## src/rtl/bcd_pkg.sv

```systemverilog
// rtl/bcd_pkg.sv - shared types and constants for the sequential binary-to-BCD converter
// Provides the controller state encoding, digit widths and the add-3 correction constants.
package bcd_pkg;

    typedef enum logic [1:0] {
        IDLE  = 2'd0,
        SHIFT = 2'd1,
        DONE  = 2'd2
    } state_t;

    localparam int ITERS   = 8;
    localparam int DIGIT_W = 4;
    localparam int HUND_W  = 2;
    localparam int BCD_W   = HUND_W + 2 * DIGIT_W;

    localparam logic [DIGIT_W-1:0] CORR_THRESH = 4'd5;
    localparam logic [DIGIT_W-1:0] CORR_OFFSET = 4'd3;

endpackage

```

## src/rtl/bcd_seq_ctrl_if.sv

```systemverilog
// rtl/bcd_seq_ctrl_if.sv - request/result handshake bundle for bcd_seq_ctrl
// Ports: in_valid/in_ready/in_data (request), out_valid/out_ready/ONES/TENS/HUNDREDS (result), busy.
// master: requester/consumer side; slave: converter side.
interface bcd_seq_ctrl_if;
    import bcd_pkg::*;

    logic               in_valid;
    logic               in_ready;
    logic [7:0]         in_data;
    logic               out_valid;
    logic               out_ready;
    logic [DIGIT_W-1:0] ONES;
    logic [DIGIT_W-1:0] TENS;
    logic [HUND_W-1:0]  HUNDREDS;
    logic               busy;

    modport master (
        output in_valid, in_data, out_ready,
        input  in_ready, out_valid, ONES, TENS, HUNDREDS, busy
    );

    modport slave (
        input  in_valid, in_data, out_ready,
        output in_ready, out_valid, ONES, TENS, HUNDREDS, busy
    );

endinterface

```

## src/rtl/bcd_seq_ctrl_bcd3.sv

```systemverilog
// rtl/bcd_seq_ctrl_bcd3.sv - add-3 correction cell for one BCD digit
// Ports: din (digit before shift), dout (din + 3 when din >= 5, else din).
module bcd3
    import bcd_pkg::*;
(
    input  logic [DIGIT_W-1:0] din,
    output logic [DIGIT_W-1:0] dout
);

    // Inputs are always 0..9 here, so din + 3 never exceeds 12 and cannot wrap.
    assign dout = (din >= CORR_THRESH) ? (din + CORR_OFFSET) : din;

endmodule

```

## src/rtl/bcd_seq_ctrl.sv

```systemverilog
// rtl/bcd_seq_ctrl.sv - sequential double-dabble controller, one bit per clock
// Ports: clk, rst (sync, active-high), bus (slave): accepts an 8-bit value in IDLE,
// shifts for 8 cycles through the shared correction cells, then holds HUNDREDS/TENS/ONES
// with out_valid until out_ready.
module bcd_seq_ctrl #(
    parameter int WIDTH = 8,
    parameter int ITERS = WIDTH
) (
    input  logic           clk,
    input  logic           rst,
    bcd_seq_ctrl_if.slave  bus
);
    import bcd_pkg::*;

    state_t             state;
    state_t             state_next;
    logic [WIDTH-1:0]   bin_sr;
    logic [BCD_W-1:0]   bcd_sr;
    logic [2:0]         cnt;

    logic [DIGIT_W-1:0] ones_corr;
    logic [DIGIT_W-1:0] tens_corr;
    logic [BCD_W-1:0]   corrected;

    logic               last_iter;

    bcd3 u_ones (
        .din  (bcd_sr[DIGIT_W-1:0]),
        .dout (ones_corr)
    );

    bcd3 u_tens (
        .din  (bcd_sr[2*DIGIT_W-1:DIGIT_W]),
        .dout (tens_corr)
    );

    // Hundreds never reaches 5 for an 8-bit operand, so it bypasses correction.
    assign corrected = {bcd_sr[BCD_W-1:2*DIGIT_W], tens_corr, ones_corr};
    assign last_iter = (cnt == 3'(ITERS - 1));

    always_ff @(posedge clk) begin
        if (rst) begin
            state <= IDLE;
        end else begin
            state <= state_next;
        end
    end

    always_comb begin
        state_next = state;
        case (state)
            IDLE:    if (bus.in_valid) state_next = SHIFT;
            SHIFT:   if (last_iter)    state_next = DONE;
            DONE:    if (bus.out_ready) state_next = IDLE;
            default: state_next = IDLE;
        endcase
    end

    always_ff @(posedge clk) begin
        if (rst) begin
            bin_sr <= '0;
            bcd_sr <= '0;
            cnt    <= '0;
        end else begin
            case (state)
                IDLE: begin
                    if (bus.in_valid) begin
                        bin_sr <= bus.in_data;
                        bcd_sr <= '0;
                        cnt    <= '0;
                    end
                end
                SHIFT: begin
                    // Top bit of corrected is dropped: hundreds stays within 0..2.
                    bcd_sr <= {corrected[BCD_W-2:0], bin_sr[WIDTH-1]};
                    bin_sr <= {bin_sr[WIDTH-2:0], 1'b0};
                    cnt    <= cnt + 3'd1;
                end
                default: ;
            endcase
        end
    end

    assign bus.in_ready  = (state == IDLE);
    assign bus.out_valid = (state == DONE);
    assign bus.busy      = (state == SHIFT) || (state == DONE);

    assign bus.ONES      = bcd_sr[DIGIT_W-1:0];
    assign bus.TENS      = bcd_sr[2*DIGIT_W-1:DIGIT_W];
    assign bus.HUNDREDS  = bcd_sr[BCD_W-1:2*DIGIT_W];

endmodule

```

## src/flat_wrapper.sv

```systemverilog
// flat-port wrapper written by rule: the top's interface ports become plain ports
module bcd_seq_ctrl_flat import bcd_pkg::*;
#(
    parameter int WIDTH = 8,
    parameter int ITERS = WIDTH
)
  (clk, rst, bus_in_valid, bus_in_data, bus_out_ready, bus_in_ready, bus_out_valid, bus_ONES, bus_TENS, bus_HUNDREDS, bus_busy);
  bcd_seq_ctrl_if bus_i ();
  input  logic clk;
  input  logic rst;
  input wire logic [$bits(bus_i.in_valid)-1:0] bus_in_valid;
  input wire logic [$bits(bus_i.in_data)-1:0] bus_in_data;
  input wire logic [$bits(bus_i.out_ready)-1:0] bus_out_ready;
  output wire logic [$bits(bus_i.in_ready)-1:0] bus_in_ready;
  output wire logic [$bits(bus_i.out_valid)-1:0] bus_out_valid;
  output wire logic [$bits(bus_i.ONES)-1:0] bus_ONES;
  output wire logic [$bits(bus_i.TENS)-1:0] bus_TENS;
  output wire logic [$bits(bus_i.HUNDREDS)-1:0] bus_HUNDREDS;
  output wire logic [$bits(bus_i.busy)-1:0] bus_busy;
  assign bus_i.in_valid = bus_in_valid;
  assign bus_i.in_data = bus_in_data;
  assign bus_i.out_ready = bus_out_ready;
  assign bus_in_ready = bus_i.in_ready;
  assign bus_out_valid = bus_i.out_valid;
  assign bus_ONES = bus_i.ONES;
  assign bus_TENS = bus_i.TENS;
  assign bus_HUNDREDS = bus_i.HUNDREDS;
  assign bus_busy = bus_i.busy;
  bcd_seq_ctrl #(.WIDTH(WIDTH), .ITERS(ITERS)) u_core (.clk(clk), .rst(rst), .bus(bus_i));
endmodule
```

## config.mk

```make
export PLATFORM = sky130hd
export DESIGN_NAME = bcd_seq_ctrl_flat
export DESIGN_NICKNAME = d
export VERILOG_FILES = /design/src/rtl/bcd_pkg.sv /design/src/rtl/bcd_seq_ctrl_if.sv /design/src/rtl/bcd_seq_ctrl_bcd3.sv /design/src/rtl/bcd_seq_ctrl.sv /design/src/flat_wrapper.sv
export SDC_FILE = /design/constraint.sdc
export NUM_CORES = 1
export LEC_CHECK = 0
export ABC_AREA = 0
export BUFFER_PORTS_ARGS = -buffer_cell sky130_fd_sc_hd__buf_4
export CAP_MARGIN = 0
export CORE_ASPECT_RATIO = 1.25
export CORE_MARGIN = 5
export CORE_UTILIZATION = 55
export CTS_BUF_LIST = sky130_fd_sc_hd__clkbuf_2 sky130_fd_sc_hd__clkbuf_4 sky130_fd_sc_hd__clkbuf_8
export CTS_CLUSTER_SIZE = 12
export DETAILED_ROUTE_END_ITERATION = 8
export PLACE_DENSITY = 0.81
export SLEW_MARGIN = 20
export SYNTH_ARGS = -nofsm -noshare
export SYNTH_HDL_FRONTEND = slang
export SYNTH_SLANG_ARGS = --single-unit
```

## constraint.sdc

```tcl
create_clock -name clk -period 1.7 [get_ports clk]
set_input_delay 0.34 -clock clk [delete_from_list [all_inputs] [get_ports clk]]
set_output_delay 0.34 -clock clk [all_outputs]
set_load 0.005 [all_outputs]
```

After elaboration in Yosys (flattened, before gate mapping)

Index checks and enable logic that the tools add are counted.

Flip-flop bits (word level): 23
Input bits: 12
Output and inout bits: 13
Logic and storage cells: 32

Add/sub/neg operators: 3
Order comparisons: 2
Equal/unequal tests: 6
Multiplexer cells: 12
Reduce and logical (&&, ||, !) cells: 5

Operator list:

| kind                  | number |
|---|---|
| $pmux W10 S2          | 1 |
| $pmux W8 S2           | 1 |
| $mux W10              | 1 |
| $add A4 B2 Y4 const B | 2 |
| $ge A4 B3 Y1 const B  | 2 |
| $mux W4               | 2 |
| $mux W8               | 1 |
| $mux W2               | 3 |
| $pmux W2 S3           | 1 |
| $pmux W3 S2           | 1 |
| $ne A2 B2 Y1 const B  | 2 |
| $add A3 B1 Y3 const B | 1 |
| $eq A3 B3 Y1 const B  | 1 |
| $mux W3               | 1 |
| $reduce_and A3 Y1     | 1 |
| $eq A2 B1 Y1 const B  | 1 |
| $eq A2 B2 Y1 const B  | 1 |
| $logic_not A2 Y1      | 1 |
| $ne A2 B1 Y1 const B  | 1 |
| $reduce_and A2 Y1     | 1 |
| $reduce_bool A2 Y1    | 1 |
| $logic_or A1 B1 Y1    | 1 |

Longest topological paths before layout

Depth after elaboration: 3
Depth in mapped cells: 7
Gate-level depth less buffers: 6

Hierarchy

From an unflattened synthesis, not the netlist that was laid out.

Cell total of the unflattened synthesis: 136
Area, all modules: 1268.7 um2

Modules (own cells, without submodules):

| module       | instances | cells an instance | area an instance (um2) | sequential area each (um2) |
|---|---|---|---|---|
| bcd_seq_ctrl | 1         | 104               | 1066.0                 | 460.4 |
| bcd3         | 2         | 16                | 101.3                  | 0.0 |

Worst setup path after synthesis

Ideal clock, no wire load.

Path kind: register to register
From: reg u_core.state[0]
To: reg u_core.bcd_sr[1]
Library setup time: 0.117 ns
Arrival: 1.263 ns
Data required time: 1.583 ns
Setup slack: 0.320 ns
Cell stages (with the launch flop): 6
Buffers on the path: 0
Period minus slack after synthesis: 1.380 ns
Path through: dfxtp_1 > inv_1 > ha_1 > o21ai_2 > nor2_1 > a22o_1

Longest elaborated chain between the ends: 3
Elaborated cells on any way between the ends: 6
Those cells by class: eq/ne (2); mux (1); reduce/logical (3)

Ends and longest elaborated chain:

| item                                                                       | RTL line           | RTL |
|---|---|---|
| from (decl)                                                                | bcd_seq_ctrl.sv:15 | `state_t state;` |
| from (signal assigned)                                                     | bcd_seq_ctrl.sv:45 | `state <= state_next;` |
| $logic_not A2 Y1 *                                                         | --                 |  |
| net bus_in_ready                                                           | flat_wrapper.sv:14 | `output wire logic [$bits(bus_i.in_ready)-1:0] bus_in_ready;` |
| $ne A2 B2 Y1 (no source line) / $reduce_bool A2 Y1 (equally long branches) | --                 |  |
| $reduce_and A2 Y1 (no source line)                                         | --                 |  |
| to (signal assigned)                                                       | bcd_seq_ctrl.sv:75 | `bcd_sr <= {corrected[BCD_W-2:0], bin_sr[WIDTH-1]};` |
| to (decl)                                                                  | bcd_seq_ctrl.sv:18 | `logic [BCD_W-1:0] bcd_sr;` |

Mark *: on every way through the listed nets, which the timed path passes. The rest lies on a longest branch.
A chain may end at the register's enable or synchronous reset.

Worst setup path in the final report

From: reg u_core.state[0]
To: out bus_in_ready

Longest elaborated chain between the ends: 1

Ends and longest elaborated chain:

| item             | RTL line           | RTL |
|---|---|---|
| $logic_not A2 Y1 | bcd_seq_ctrl.sv:84 | `assign bus.in_ready = (state == IDLE);` |
| to (decl)        | flat_wrapper.sv:14 |  |

No other way between the ends.

==> metrics.md <==
| Metric | Value |
|---|---|
| Cell with the biggest individual delay on the critical path | dfxtp_1 |
| First drt pass iteration count | 4 |
| Total leakage power | 0.0005948 uW |
| Final standard cell utilization of the core | 68.75% |
| Transition time at the pin with the least slew margin | 0.4395 ns |
| Count of clock tree sinks | 23 |
| Vias in the first global route | 930 |
| CP cell instances | inv_1, ha_1, buf_4 |
| Synth top area share | 40.13% |
| Endpoint, Worst Hold | u_core.bin_sr[0] |
| Maxcap violations | 0 |
| Number of register bits inferred by synthesis | 23 |
| # DRC | 0 |
| Setup repair after global routing missed its margin | no |
| Wirelength per Cell | 12.62 um |
| Req. time, crit path | 1.36 ns |
| Critical R2R Capture | u_core.bcd_sr[2] |
| Run status | complete, no violations |
| Final setup violation count | 0 |
| Number of pins exceeding their max-slew limit in the final report | 0 |
| Most frequently used cell type in the post-synthesis netlist | dfxtp_1 |
| Antenna violations before repair | 0 |
| Number of violations reported at the end of detailed-routing iteration 0 | 28 |
| Detailed-route vias per instance | 5.575 |
| Startpoint kind of the worst setup timing path | flop |
| H-tree depth | 1 |
| Worst Hold Path Cells | 3 |
| Slew headroom | 70.59% |
| Top post-synthesis cells by area | dfxtp_1 40%, mux2i_1 10%, ha_1 9.8%, nor2_1 5.9%, a22o_1 4.6% |
| Die Y-Extent | 61.07 um |
| Top FF cell, synth | dfxtp_1 |
| Number of buffer cells added on primary ports | 24 |
| Register area share after synthesis | 40.13% |
| Top cells by count, synth | 23 x dfxtp_1, 18 x nor2_1, 12 x mux2i_1, 9 x ha_1, 8 x inv_1 |
| Netlist area before placement | 1147 um2 |
| Total half-perimeter wirelength after legalization and detailed placement | 1648 um |
| First-pass GRT wire length | 3719 um |
| Total of hold buffers inserted after clock tree synthesis | 0 |
| Final critical delay including setup and external delays | 1.511 ns |
| Syn-to-layout area delta | 18.76% |
| TritonCTS clock tree | yes |
| Final wirelength | 2108 um |
| CP top delay family | flip-flops |
| Power Dens Cells | 1250 nW/um2 |
| Initial Utilization | 57.89% |
| R2r startpoint | u_core.state[1] |
| Synth warnings | 0 |
| Async set or reset register ratio after synthesis | 0% |
| Area of the die | 3105 um2 |
| Diodes inserted | 0 |
| CP peak stage delay | 0.37 ns |
| Highest clock frequency the design can meet | 0.6617 GHz |
| Remaining antenna violation count | 0 |
| Critical Path Sink Type | primary output |
| Overall Power | 1703 uW |
| Number of instances in the synthesized netlist | 122 |
| Syn avg cell area | 9.405 um2 |
| Cell at the root of the clock tree | clkbuf_4 |
| Worst vdd ir | 0.001123 V |
| Crit share post-route | 88.89% |
| FF-to-FF path depth | 6 |
| Sum of negative setup slack | 0 ns |
| CP Class | reg2out |
| Arrival time of data at the critical path endpoint | 1.17 ns |
| Number of setup buffers added after CTS | 0 |
| Start point of the worst min-delay path | bus_in_data[0] |
| Count of vias placed by the detailed router | 931 |
| Top-level port count | 25 |
| Cell Rows | 18 |
| Final weighted congestion of routability-driven global placement | 0.8208 |
| Final Hold Vio Count | 0 |
| Worst-skew pair later-pin latency | 0.31 ns |
| Dominant cell type by area after synthesis | dfxtp_1 |
| Number of buffers inserted during clock tree synthesis | 3 |
| DIE WIDTH | 50.85 um |
| Hold WC Path Type | in2reg |
| Critical-path maximum fanout | 6 |
| Post-layout net count | 169 |
| Clock Skew | 0.007309 ns |
| Pin count of the biggest net entering global routing | 22 |
| Clk buf depth | 2 |
| Remaining Overflow, GRT | 0 |
| Number of flops mapped to enable cells by yosys | 0 |
| Setup slack on the worst flop-to-flop path | 0.22 ns |
| Nets in the synthesized netlist | 143 |
| Reg clk slew, reported paths | 0.12 ns |
| Area inside the core boundary | 1982 um2 |
| Share of post-route cells with drive strength above 1 | 23.13% |
| Post-cts resize count | 0 |
| Count of cell types in the netlist | 25 |
| GR Util All Layers | 15.35% |
| Buf+Inv Stages, Crit Path | 2 |
## worst register-to-register path, stage by stage (launching register included)
cell,delay (ns)
dfxtp_1,0.37
inv_1,0.07
ha_1,0.24
inv_1,0.13
o21ai_2,0.08
nor2_1,0.35
a22o_1,0.21
## cells in the final DEF, fill, tap and decap left out
| cell type | count |
|---|---|
| buf_4 | 26 |
| o21ai_2 | 1 |
| o221a_2 | 1 |
| nand2b_1 | 3 |
| a22oi_1 | 4 |
| nand2_1 | 5 |
| a211oi_1 | 5 |
| ha_1 | 9 |
| a211oi_2 | 2 |
| xnor2_1 | 4 |
| clkinv_2 | 1 |
| dfxtp_1 | 23 |
| inv_1 | 8 |
| nand3_1 | 5 |
| nor2_1 | 18 |
| a31oi_1 | 2 |
| mux2i_1 | 12 |
| clkbuf_4 | 3 |
| o21ai_0 | 2 |
| a21oi_1 | 3 |
| o21a_1 | 1 |
| nor3_1 | 2 |
| and2_1 | 1 |
| a22o_1 | 6 |
## worst max-delay path by stage
| stage | cells after the start | endpoint | startpoint |
|---|---|---|---|
| 5_1_grt | 6 | u_core.bcd_sr[7] | u_core.state[1] |
| 6_report | 3 | bus_in_ready | u_core.state[0] |
| 3_3_place_gp | 6 | u_core.bcd_sr[6] | u_core.bcd_sr[5] |
| 3_5_place_dp | 6 | u_core.bcd_sr[2] | u_core.state[1] |
| 2_1_floorplan | 5 | u_core.bcd_sr[1] | u_core.state[0] |
| 4_1_cts | 6 | u_core.bcd_sr[2] | u_core.state[1] |
## metal layers
metal / vias to the layer above / wire, um / global-route usage [%]
met3: 4 / 85 / 3.148
met5: - / 0 / 0
met2: 23 / 1046 / 28.01
met1: 425 / 937 / 16.74
met4: 0 / 38 / 7.664
li1: 479 / - / -
## state kept, by name, indices dropped and copies added (netlist names)
signal and cells:
u_core.state 2, u_core.cnt 3, u_core.bin_sr 8, u_core.bcd_sr 10
## cell type report
class	instances	area (um2)
Inverter	8	30.03
Multi-Input combinational cell	86	624.3
Clock buffer	3	22.52
Clock inverter	1	5.005
Tap cell	20	25.02
Sequential cell	23	460.4
Fill cell	170	619.3
Timing Repair Buffer	26	195.2
## stage by stage
stage | hold slack, ns | area, um2 | cells | setup slack (ns)
final | 0.2857 | 1363 | 167 | 0.1888
after CTS | 0.2750 | 1363 | 167 | 0.1532
after global routing | 0.2717 | 1363 | 167 | 0.04999
after global placement | 0.4455 | 1335 | 163 | 0.2413
after floorplan | 0.4316 | 1147 | 122 | 0.3201
after detailed placement | 0.4570 | 1335 | 163 | 0.1750
## power breakdown
part	internal, uW	switching (uW)
clock	88.0	163
sequential	642	60.2
combinational	339	412
## cells by family after synthesis
kind of cell / after synthesis / synth area share, %
multiplexers: 12 / 10.47
AND/OR/NAND/NOR: 34 / 12.76
XOR/XNOR: 4 / 3.053
flip-flops: 23 / 40.13
buffers and inverters: 13 / 5.453
adder cells (fa/ha/maj): 9 / 9.815
AO/OA/AOI/OAI: 27 / 18.32
No activity file was read; power rests on OpenSTA's default activity.
